==> src/rtl/cmp_share_arb.sv <==
// cmp_share_arb: round-robin arbiter sharing one registered n-bit comparator among NREQ requesters
// Optional signed compare (sgn input) when CMP_SHARE_ARB_SIGNED_EN is defined.
module cmp_share_arb #(
  parameter int n    = 4,
  parameter int NREQ = 4,
  parameter int IDW  = $clog2(NREQ)
) (
  input  logic              clk,
  input  logic              rst_n,
  input  logic [NREQ-1:0]   req,
  input  logic [NREQ*n-1:0] a_in,
  input  logic [NREQ*n-1:0] b_in,
`ifdef CMP_SHARE_ARB_SIGNED_EN
  input  logic              sgn,
`endif
  output logic [NREQ-1:0]   gnt,
  output logic              rsp_valid,
  input  logic              rsp_ready,
  output logic [IDW-1:0]    rsp_id,
  output logic              rsp_agtb,
  output logic              rsp_aeqb,
  output logic              rsp_altb,
  output logic              busy
);
  typedef enum logic [1:0] {IDLE, CMP, RSP} state_t;
  localparam logic [IDW:0] NR = (IDW+1)'(NREQ);
  state_t state_q;
  logic [IDW-1:0] rr_q, id_q, rsp_id_q, win_d, idx_d;
  logic [IDW:0] sum_d;
  logic found_d;
  logic [NREQ-1:0] gnt_q, gnt_d;
  logic [n-1:0] a_q, b_q, ax_d, bx_d;
  logic sgn_q, sgn_w, valid_q;
  logic [2:0] flags_q;
  logic [NREQ-1:0][n-1:0] a_pk, b_pk;
  assign a_pk = a_in;
  assign b_pk = b_in;
`ifdef CMP_SHARE_ARB_SIGNED_EN
  assign sgn_w = sgn;
`else
  assign sgn_w = 1'b0;
`endif
  // first set request at or above rr_q, wrapping modulo NREQ
  always_comb begin
    win_d = '0;
    found_d = 1'b0;
    gnt_d = '0;
    sum_d = '0;
    idx_d = '0;
    for (int k = 0; k < NREQ; k++) begin
      sum_d = {1'b0, rr_q} + (IDW+1)'(k);
      sum_d = (sum_d >= NR) ? sum_d - NR : sum_d;
      idx_d = sum_d[IDW-1:0];
      if (!found_d && req[idx_d]) begin
        found_d = 1'b1;
        win_d = idx_d;
        gnt_d[idx_d] = 1'b1;
      end
    end
  end
  // flipping the sign bit turns a two's-complement compare into an unsigned one
  assign ax_d = {a_q[n-1] ^ sgn_q, a_q[n-2:0]};
  assign bx_d = {b_q[n-1] ^ sgn_q, b_q[n-2:0]};
  always_ff @(posedge clk or negedge rst_n) begin
    if (!rst_n) begin
      state_q  <= IDLE;
      rr_q     <= '0;
      id_q     <= '0;
      a_q      <= '0;
      b_q      <= '0;
      sgn_q    <= 1'b0;
      gnt_q    <= '0;
      valid_q  <= 1'b0;
      rsp_id_q <= '0;
      flags_q  <= '0;
    end else begin
      case (state_q)
        IDLE: begin
          gnt_q <= found_d ? gnt_d : '0;
          state_q <= found_d ? CMP : IDLE;
          if (found_d) begin
            a_q   <= a_pk[win_d];
            b_q   <= b_pk[win_d];
            sgn_q <= sgn_w;
            id_q  <= win_d;
          end
        end
        CMP: begin
          gnt_q    <= '0;
          flags_q  <= {ax_d > bx_d, ax_d == bx_d, ax_d < bx_d};
          rsp_id_q <= id_q;
          valid_q  <= 1'b1;
          rr_q     <= (id_q == IDW'(NREQ-1)) ? '0 : id_q + 1'b1;
          state_q  <= RSP;
        end
        RSP: begin
          valid_q <= rsp_ready ? 1'b0 : 1'b1;
          state_q <= rsp_ready ? IDLE : RSP;
        end
        default: state_q <= IDLE;
      endcase
    end
  end
  assign gnt       = gnt_q;
  assign rsp_valid = valid_q;
  assign rsp_id    = rsp_id_q;
  assign rsp_agtb  = flags_q[2];
  assign rsp_aeqb  = flags_q[1];
  assign rsp_altb  = flags_q[0];
  assign busy      = state_q != IDLE;
endmodule
==> config.mk <==
export PLATFORM = sky130hd
export DESIGN_NAME = cmp_share_arb
export DESIGN_NICKNAME = d
export VERILOG_FILES = /design/src/rtl/cmp_share_arb.sv
export SDC_FILE = /design/constraint.sdc
export NUM_CORES = 1
export LEC_CHECK = 0
export ABC_AREA = 1
export CAP_MARGIN = 0
export CORE_MARGIN = 4
export CORE_UTILIZATION = 54
export CTS_BUF_LIST = sky130_fd_sc_hd__clkbuf_2 sky130_fd_sc_hd__clkbuf_4 sky130_fd_sc_hd__clkbuf_8
export DETAILED_ROUTE_END_ITERATION = 10
export PLACE_DENSITY = 0.94
export RECOVER_POWER = 25
export REMOVE_ABC_BUFFERS = 1
export SLEW_MARGIN = 20
export SYNTH_ARGS = -nofsm -noshare
export SYNTH_HDL_FRONTEND = slang
export SYNTH_SLANG_ARGS = --single-unit
==> constraint.sdc <==
create_clock -name clk -period 5.9 [get_ports clk]
set_input_delay 0.59 -clock clk [delete_from_list [all_inputs] [get_ports clk]]
set_output_delay 0.59 -clock clk [all_outputs]
set_load 0.02 [all_outputs]
==> impl_metrics.env <==
export IMPL_status="completed"
export IMPL_synth_seq_cells=24
export IMPL_min_period_ns=2.70
export IMPL_ant_nets=0
export IMPL_grt_pass1_vias=1651
export IMPL_ys_seq_area_share_pct=31.8
export IMPL_clk_pin_slew_worst_paths_ns=0.12
export IMPL_setup_violations=0
export IMPL_initial_core_util_pct=56.2
export IMPL_rows=21
export IMPL_hold_viol=0
export IMPL_tightest_slew_ns=1.17
export IMPL_ff2ff_path_depth=12
export IMPL_insertedDiodeCount=0
export IMPL_fin_nets=370
export IMPL_placeableCoreArea_um2=3360
export IMPL_grt_pass1_wl_um=6800
export IMPL_post_cts_setup_buffer_count=0
export IMPL_cts_tree="done"
export IMPL_cts_resized=0
export IMPL_crit_top_cell="nand3_1"
export IMPL_avgSynthCellArea_um2=7.16
export IMPL_cts_root_buf="clkbuf_4"
export IMPL_cp_slowest_cell="dfrtp_1"
export IMPL_max_cap_viol_count=0
export IMPL_grt_antenna_before_repair=0
export IMPL_rsz0062_at_grt="no"
export IMPL_multi_input_area_um2=1100
export IMPL_min_period_over_period_pct=45.8
export IMPL_fin_area_um2=2440
export IMPL_vias=1860
export IMPL_whs_ns=0.471
export IMPL_cts_sinks=24
export IMPL_worstSetupStartpointType="flop"
export IMPL_skew_ns=0.00307
export IMPL_dp_hpwl_um=3480
export IMPL_path_cells="inv_2 -> ha_1 -> inv_1 -> nand3_1 -> nand2_1 -> nand3_1 -> nor2_2 -> nand2_1 -> o21ai_1 -> nor2_2 -> nand3b_1 -> nand3_1"
export IMPL_min_path_type="input port to asynchronous set/reset pin"
export IMPL_slew_headroom_pct=22.2
export IMPL_layout_drive_gt1_share_pct=7.99
export IMPL_yosysWarningCount=0
export IMPL_p_per_area_nw_per_um2=577
export IMPL_path_max_fanout=10
export IMPL_via_per_inst=5.18
export IMPL_arrival_ns=2.91
export IMPL_drv_slew=0
export IMPL_synth_cells=264
export IMPL_fp_dieH_um=67.2
export IMPL_grt_max_degree=27
export IMPL_drt_pass1_iter_count=4
export IMPL_timing_fmax_mhz=370
export IMPL_clockBufferDepth=2
export IMPL_detail_route_wl_per_cell_um=11.9
export IMPL_fin_setup_tns_ns=0
export IMPL_grt_usage_pct=19.4
export IMPL_syn_area_um2=1890
export IMPL_gp_congestion=0.864
export IMPL_placed_area_um2=2410
export IMPL_seqCellArea_um2=601
export IMPL_syn2layout_area_growth_pct=29.0
export IMPL_wl_um=4270
export IMPL_drc_errors=0
export IMPL_numPortBuffers=49
export IMPL_critical_path_max_stage_delay_ns=0.58
export IMPL_die_area_um2=4510
export IMPL_vdd_drop_max_mv=0.257
export IMPL_cts_htree_levels=1
export IMPL_ioPinCount=50
export IMPL_cts_hold_buf=0
export IMPL_critPathKind="flop to flop"
export IMPL_clk_latency_ns=0.32
export IMPL_fillers=275
export IMPL_die_w_um=67.2
export IMPL_grt_ovfl_total=0
export IMPL_yosys_cell_types_count=28
export IMPL_cp_required_ns=6.11
export IMPL_drt_iter0_markers=89
export IMPL_crit_path_end_kind="flop"
export IMPL_p_leak_uw=0.00125
export IMPL_cts_made_buffers=3
## sequential cells by signal, summed over array words and instances, names as in the netlist
name	cells
a_q	4
b_q	4
gnt	4
flags_q	3
id_q	2
rr_q	2
rsp_id	2
state_q	2
rsp_valid	1
## worst max-delay path, delay by kind of cell, from the launching register on
kind	cells	cell delay (ns)
AO/OA/AOI/OAI	1	0.22
adder cells (fa/ha/maj)	1	0.37
flip-flops	1	0.58
buffers and inverters	2	0.35
AND/OR/NAND/NOR	8	1.08
## cells in the mapped netlist, drive strengths merged
master	count	share of area, %
buf	3	1.4
or2	5	1.7
nand3b	4	1.6
o22ai	1	0.33
nand2	78	17
o21ai	15	4.2
clkbuf	1	0.20
ha	17	11
a22oi	4	1.6
nor3	1	0.26
a31oi	1	0.33
nand4	7	2.3
inv	43	8.5
a21boi	1	0.40
nand3	35	11
dfrtp	24	32
a21oi	7	1.9
nor2	17	4.3
## stage by stage
step | std cells | utilization [%] | setup WS [ns] | total power (µW)
after floorplan | 260 | - | 3.66 | 1030
after global placement | 355 | 71.6 | 3.34 | 1260
after detailed placement | 355 | 71.6 | 3.21 | 1310
after CTS | 359 | 72.7 | 3.23 | 1400
after global routing | 359 | 72.5 | 2.97 | 1540
final | 359 | 72.5 | 3.20 | 1410
## cell usage in the layout (no fill, tap or decap), drive strengths merged
cell type	synthesis	final
a21boi	1	1
a21oi	7	7
a22oi	4	4
a31oi	1	1
clkbuf	1	5
clkdlybuf4s50	0	48
dfrtp	24	24
ha	17	17
inv	43	43
nand2	78	78
nand3	35	35
nand3b	4	4
nand4	7	7
nor2	17	17
nor3	1	1
o21ai	15	15
o22ai	1	1
or2	5	5
## layout make-up
cell class                 instances  share of cell area, %
inverter                          43                   6.62
clock buffer                       4                   1.49
multi-input combinational        193                   45.0
tap                               46                   2.36
timing repair buffer              49                   19.9
sequential                        24                   24.6
## logic make-up after synthesis
kind of cell    count (synthesis)  synth area share [%]
flops                          24                  31.8
fa+ha+maj                      17                  11.3
buf+inv                        47                  10.1
simple gates                  147                  38.2
compound gates                 29                  8.67
## per-layer routing
| metal | global-route usage, % | wire (µm) | up-vias | share of wire (%) |
|---|---|---|---|---|
| met5 | 0 | 0 | - | 0 |
| met4 | 5.32 | 50 | 0 | 1.2 |
| met3 | 2.66 | 238 | 5 | 5.6 |
| met2 | 35.5 | 2160 | 60 | 51 |
| met1 | 23.7 | 1820 | 845 | 43 |
| li1 | - | - | 950 | - |
## where the power goes
part	total, µW	switching (µW)	internal (µW)	leakage, µW
Clock	86.1	48.3	37.8	0.0000210
Sequential	308	61.5	247	0.000297
Combinational	1010	647	366	0.000934
## worst paths after layout
path                                  from          to  slack [ns]
worst max-delay path               rr_q[0]      a_q[3]        3.20
worst min-delay path                 rst_n      gnt[0]        0.47
worst max register to register     rr_q[0]      a_q[3]        3.20
worst min register to register  flags_q[2]  flags_q[2]        0.50
max in group asynchronous            rst_n  flags_q[1]        4.74
min in group clk                flags_q[2]  flags_q[2]        0.50
(Power assumes the default switching activity.)
